## src/rtl/calc1_port_driver.sv

```systemverilog
// rtl/calc1_port_driver.sv - calc1 request-port initiator with response timeout and golden-model check
module calc1_port_driver #(
  parameter int TIMEOUT = 15,
  parameter int CNT_W   = 5
) (
  input  logic        c_clk,
  input  logic        reset,
  input  logic        host_valid,
  input  logic [3:0]  host_cmd,
  input  logic [31:0] host_op1,
  input  logic [31:0] host_op2,
  output logic        host_ready,
  output logic [3:0]  req_cmd_in,
  output logic [31:0] req_data_in,
  input  logic [1:0]  out_resp,
  input  logic [31:0] out_data,
  output logic        rsp_valid,
  output logic [1:0]  rsp_resp,
  output logic [31:0] rsp_data,
  output logic        rsp_timeout,
  output logic        rsp_mismatch,
  output logic        err_spurious
);

  typedef enum logic [2:0] {S_IDLE, S_SEND1, S_SEND2, S_WAIT, S_DONE} state_t;

  state_t            r_state, w_state_nxt;
  logic [CNT_W-1:0]  r_cnt, w_cnt_nxt;
  logic [31:0]       r_op2;
  logic [1:0]        r_exp_resp, w_exp_resp;
  logic [31:0]       r_exp_data, w_exp_data;
  logic [32:0]       w_sum;
  logic              w_accept;

  logic              r_host_ready, w_host_ready_nxt;
  logic [3:0]        r_req_cmd, w_req_cmd_nxt;
  logic [31:0]       r_req_data, w_req_data_nxt;
  logic              r_rsp_valid, w_rsp_valid_nxt;
  logic [1:0]        r_rsp_resp, w_rsp_resp_nxt;
  logic [31:0]       r_rsp_data, w_rsp_data_nxt;
  logic              r_rsp_timeout, w_rsp_timeout_nxt;
  logic              r_rsp_mismatch, w_rsp_mismatch_nxt;
  logic              r_err_spurious, w_err_spurious_nxt;

  // Expected result is computed from the host operands at accept time
  always_comb begin
    w_exp_resp = 2'd3;
    w_exp_data = '0;
    w_sum      = {1'b0, host_op1} + {1'b0, host_op2};
    case (host_cmd)
      4'd0: w_exp_resp = 2'd0;
      4'd1: begin
        if (w_sum[32]) w_exp_resp = 2'd2;
        else begin
          w_exp_resp = 2'd1;
          w_exp_data = w_sum[31:0];
        end
      end
      4'd2: begin
        if (host_op2 > host_op1) w_exp_resp = 2'd2;
        else begin
          w_exp_resp = 2'd1;
          w_exp_data = host_op1 - host_op2;
        end
      end
      4'd5: begin
        w_exp_resp = 2'd1;
        w_exp_data = host_op1 << host_op2[4:0];
      end
      4'd6: begin
        w_exp_resp = 2'd1;
        w_exp_data = host_op1 >> host_op2[4:0];
      end
      default: w_exp_resp = 2'd3;
    endcase
  end

  always_comb begin
    w_state_nxt        = r_state;
    w_cnt_nxt          = r_cnt;
    w_accept           = 1'b0;
    w_req_cmd_nxt      = '0;
    w_req_data_nxt     = '0;
    w_rsp_valid_nxt    = 1'b0;
    w_rsp_resp_nxt     = r_rsp_resp;
    w_rsp_data_nxt     = r_rsp_data;
    w_rsp_timeout_nxt  = r_rsp_timeout;
    w_rsp_mismatch_nxt = r_rsp_mismatch;
    case (r_state)
      S_IDLE: begin
        if (host_valid) begin
          w_accept = 1'b1;
          if (host_cmd == 4'd0) begin
            w_state_nxt        = S_DONE;
            w_rsp_valid_nxt    = 1'b1;
            w_rsp_resp_nxt     = 2'd0;
            w_rsp_data_nxt     = '0;
            w_rsp_timeout_nxt  = 1'b0;
            w_rsp_mismatch_nxt = 1'b0;
          end else begin
            w_state_nxt    = S_SEND1;
            w_req_cmd_nxt  = host_cmd;
            w_req_data_nxt = host_op1;
          end
        end
      end
      S_SEND1: begin
        w_state_nxt    = S_SEND2;
        w_req_data_nxt = r_op2;
      end
      S_SEND2: begin
        w_state_nxt = S_WAIT;
        w_cnt_nxt   = '0;
      end
      S_WAIT: begin
        // A response on the final timeout cycle takes priority over the timeout
        if (out_resp != 2'd0) begin
          w_state_nxt        = S_DONE;
          w_rsp_valid_nxt    = 1'b1;
          w_rsp_resp_nxt     = out_resp;
          w_rsp_data_nxt     = out_data;
          w_rsp_timeout_nxt  = 1'b0;
          w_rsp_mismatch_nxt = (out_resp != r_exp_resp) ||
                               ((out_resp == 2'd1) && (out_data != r_exp_data));
        end else if (r_cnt == CNT_W'(TIMEOUT - 1)) begin
          w_state_nxt        = S_DONE;
          w_rsp_valid_nxt    = 1'b1;
          w_rsp_resp_nxt     = 2'd0;
          w_rsp_data_nxt     = '0;
          w_rsp_timeout_nxt  = 1'b1;
          w_rsp_mismatch_nxt = 1'b0;
        end else begin
          w_cnt_nxt = r_cnt + CNT_W'(1);
        end
      end
      S_DONE:  w_state_nxt = S_IDLE;
      default: w_state_nxt = S_IDLE;
    endcase
    w_host_ready_nxt   = (w_state_nxt == S_IDLE);
    w_err_spurious_nxt = r_err_spurious || ((out_resp != 2'd0) && (r_state != S_WAIT));
  end

  always_ff @(posedge c_clk or posedge reset) begin
    if (reset) begin
      r_state        <= S_IDLE;
      r_cnt          <= '0;
      r_op2          <= '0;
      r_exp_resp     <= '0;
      r_exp_data     <= '0;
      r_host_ready   <= 1'b1;
      r_req_cmd      <= '0;
      r_req_data     <= '0;
      r_rsp_valid    <= 1'b0;
      r_rsp_resp     <= '0;
      r_rsp_data     <= '0;
      r_rsp_timeout  <= 1'b0;
      r_rsp_mismatch <= 1'b0;
      r_err_spurious <= 1'b0;
    end else begin
      r_state        <= w_state_nxt;
      r_cnt          <= w_cnt_nxt;
      if (w_accept) begin
        r_op2      <= host_op2;
        r_exp_resp <= w_exp_resp;
        r_exp_data <= w_exp_data;
      end
      r_host_ready   <= w_host_ready_nxt;
      r_req_cmd      <= w_req_cmd_nxt;
      r_req_data     <= w_req_data_nxt;
      r_rsp_valid    <= w_rsp_valid_nxt;
      r_rsp_resp     <= w_rsp_resp_nxt;
      r_rsp_data     <= w_rsp_data_nxt;
      r_rsp_timeout  <= w_rsp_timeout_nxt;
      r_rsp_mismatch <= w_rsp_mismatch_nxt;
      r_err_spurious <= w_err_spurious_nxt;
    end
  end

  assign host_ready   = r_host_ready;
  assign req_cmd_in   = r_req_cmd;
  assign req_data_in  = r_req_data;
  assign rsp_valid    = r_rsp_valid;
  assign rsp_resp     = r_rsp_resp;
  assign rsp_data     = r_rsp_data;
  assign rsp_timeout  = r_rsp_timeout;
  assign rsp_mismatch = r_rsp_mismatch;
  assign err_spurious = r_err_spurious;

endmodule

```

## config.mk

```make
export PLATFORM = sky130hd
export DESIGN_NAME = calc1_port_driver
export DESIGN_NICKNAME = d
export VERILOG_FILES = /design/src/rtl/calc1_port_driver.sv
export SDC_FILE = /design/constraint.sdc
export NUM_CORES = 1
export LEC_CHECK = 0
export ABC_AREA = 1
export CORE_MARGIN = 2
export CORE_UTILIZATION = 35
export CTS_CLUSTER_DIAMETER = 30
export DETAILED_ROUTE_END_ITERATION = 10
export SLEW_MARGIN = 20
export SYNTH_ARGS = -nofsm -noshare
export SYNTH_HDL_FRONTEND = slang
export SYNTH_SLANG_ARGS = --single-unit
```

## constraint.sdc

```tcl
create_clock -name c_clk -period 7.8 [get_ports c_clk]
set_clock_uncertainty 0.15 [all_clocks]
set_input_delay 1.17 -clock c_clk [delete_from_list [all_inputs] [get_ports c_clk]]
set_output_delay 1.17 -clock c_clk [all_outputs]
set_load 0.005 [all_outputs]
```

==> impl_results.md <==
* Area Overhead vs Synth at 18.2%
* Hold Path Cell Cnt at 2
* Design area at 17700 µm²
* Synthesized cell area at 15000 µm²
* CTS hold repair buffers at 0
* Setup_tns at 0 ns
* Worst slew pin tran at 1.13 ns
* Max frequency at 227 MHz
* Row count at 75
* CTS root buf: clkbuf_16
* Clock Tree Buf Depth at 2
* Syn Inst Count at around 2600
* Die area at 44400 µm²
* Initial antenna violation count at 0
* Drt initial violations at 1486
* R2r startpoint: r_state[0]$_DFF_PP0_
* Worst hold start: r_op2[7]$_DFFE_PP0P_
* Worst reg2reg path depth at 9
* Share of the synthesized area in the top cell type at 24.8%
* Post-DP HPWL at around 56 mm
* CTS resizes at 0
* Largest fanout on the critical path at 49
* Most frequent cell after synthesis: nand2_1
* Layout cells sized above 1 at 3.94%
* Power, Total at roughly 4.3 mW
* Register area share after synthesis at between 20 and 25%
* Leakage at 9.28 nW
* Vias in the first global route at 16700
* GRT Total Usage at a little under a third
* CTS H-tree depth at 4
* PortBufs at 179
* Fin util at a little over two fifths
* Post-synth ARST share at 100%
* Min Hold Slack at 0.340 ns
* First-pass GRT wire length at 104 mm
* Fin. Hold Viols at 0
* EDFF count, synth at 0
* Antenna cell count at 0
* Worst setup EP type: flip-flop
* R2R Path End: rsp_data[18]$_DFFE_PP0P_
* Starting Density at 35.6%
* Largest net degree at the start of global routing at 79
* Fin crit share at between 50 and 60%
* Power Density at 242 nW/µm²
* Routed len/inst at about 22 µm
* Startpoint types: primary input
* CORE AREA at 42000 µm²
* Clk_lat worst skew at between 0.4 and 0.5 ns
* DR vias/cell at 5.30
* Crit path required time at slightly above 8 ns
* Most instantiated cells after synthesis: 833 x nand2_1, 370 x nand3_1, 363 x inv_1
* Setup CP Type: primary input to flip-flop
* Max-slew headroom at the worst pin at around 25%
* Routed WL at 69.2 mm
* Overall via count from detail_route at around 17000
* RSZ-0062 raised after global routing: no
* Yosys warnings at 0
* Nets at roughly 2800
* Top FF cell, synth: dfrtp_1
* Clock-pin slew on the worst setup and hold paths at around 0.070 ns
* Syn Nets at 2726
* Final Setup Violations at 0
* Hold/Removal Path Class: flip-flop to flip-flop
* Fin. max-slew vios at 0
* Seq cells post-synth at roughly 150
* Arr. time, crit path at 4.65 ns
* Grt total ovfl at 0
* CTS Buf Count at 17
* DRT Pass-1 Iters at 6
* CTS sink cnt at 149
* Postcts setup bufs at 0
* Post-route ant nets at 0
* Die X at about 210 µm
* Max-cap violations at 0
* Height of the die at around 210 µm
* FF-to-FF setup slack at 4.55 ns
* Unique masters post-synth at 39
* RD Place Congestion at 0.975
* Minimum clock period at 4.40 ns
* Hold path endpoint: r_op2[7]$_DFFE_PP0P_
* CTS tree: yes
* Worst vdd ir at between 0.15 and 0.2 mV
* Placed cell area at around 17000 µm²
* Post-route DRC at 0
* Status: completed
* Post-synth top area cell: dfrtp_1
* Syn_area_per_cell at 5.86 µm²
* Synth area leaders: dfrtp_1 25%, nand2_1 21%, nand3_1 12%, inv_1 9.1%, nor2_1 6.9%
* FILL cells at 4623
* Num ports at 180
## cell type report
type | instances | area [µm²] | area share, %
clock buffer | 18 | 429 | 2.43
sequential | 149 | 3730 | 21.1
multi-input combinational | 1914 | 9310 | 52.7
timing repair buffer | 195 | 1910 | 10.8
clock inverter | 14 | 196 | 1.11
inverter | 377 | 1420 | 8.04
tap | 539 | 674 | 3.82
## report_power, final
part	switching, mW	internal, mW
Sequential	0.190	1.12
Combinational	1.25	0.816
Clock	0.382	0.514
Total	1.83	2.45
## cell families after synthesis
| logic type | count (synthesis) | share of synthesized area, % |
|---|---|---|
| and+or+nand+nor | 1576 | 44.3 |
| buffers and inverters | 488 | 12.9 |
| AOI/OAI and AO/OA | 232 | 9.75 |
| DFF | 149 | 24.9 |
| adders and majority gates | 70 | 5.96 |
| xor gates and xnor gates | 36 | 2.11 |
## per-layer routing
layer	global-route usage, %	wire, µm	vias to the layer above
met5	0	0	-
met4	14.2	3150	0
met3	3.55	3920	124
met2	52.3	32000	664
met1	41.1	30200	7952
li1	-	-	8254
## sequential cells by signal, summed over array words and instances, names as in the netlist
name          cells
err_spurious      1
host_ready        1
r_cnt             5
r_exp_data       32
r_exp_resp        2
r_op2            32
r_state           3
req_cmd_in        4
req_data_in      32
rsp_data         32
rsp_mismatch      1
rsp_resp          2
rsp_timeout       1
rsp_valid         1
## how the worst max path moves through the flow
stage | startpoint | endpoint | slack, ns | depth (start not counted)
CTS | host_op2[0] | r_exp_data[11]$_DFFE_PP0P_ | 3.51 | 19
global route | host_op2[3] | r_exp_data[30]$_DFFE_PP0P_ | 3.23 | 16
floorplan | reset | err_spurious$_DFF_PP0_ | 2.47 | 1
global placement | host_op2[0] | r_exp_data[11]$_DFFE_PP0P_ | 3.01 | 19
detailed placement | host_op2[0] | r_exp_data[11]$_DFFE_PP0P_ | 3.02 | 19
finish | host_op2[3] | r_exp_data[30]$_DFFE_PP0P_ | 3.40 | 16
## layout by cell type, fill, tap and decap left out, drive strengths merged, types with 2 or more instances in the layout
cell type | Yosys | layout
nand4 | 35 | 35
nand3b | 5 | 5
buf | 66 | 18
a21oi | 57 | 57
or2 | 14 | 14
clkbuf | 45 | 18
xnor2 | 13 | 13
o21ai | 98 | 98
nor3 | 16 | 16
inv | 377 | 381
clkdlybuf4s50 | 0 | 177
a22o | 11 | 11
a32o | 26 | 26
o21a | 10 | 10
ha | 68 | 68
and2 | 7 | 7
clkinv | 0 | 6
and3 | 5 | 5
fa | 2 | 2
o21bai | 10 | 10
nor2 | 286 | 286
xor2 | 23 | 23
o211ai | 17 | 17
nand2 | 838 | 838
bufinv | 0 | 3
nand3 | 370 | 370
dfrtp | 148 | 148
## critical path, stage by stage
cell             delay, ns
clkdlybuf4s50_1       0.47
buf_4                 0.48
inv_2                 0.07
ha_1                  0.50
nand2_1               0.12
nand3_1               0.12
nand2_1               0.17
nand2_1               0.11
nand2_1               0.09
nand2_1               0.10
nand2_2               0.08
nor2_4                0.52
nand3_1               0.36
nand3_1               0.15
nand2_1               0.05
inv_1                 0.04
## stage by stage
stage	worst slack, ns	instances
3_3_place_gp	3.01	3173
6_report	3.40	3206
5_1_grt	3.23	3206
4_1_cts	3.51	3205
3_5_place_dp	3.02	3173
2_1_floorplan	2.47	2551
No activity file was read; power rests on OpenSTA's default activity.
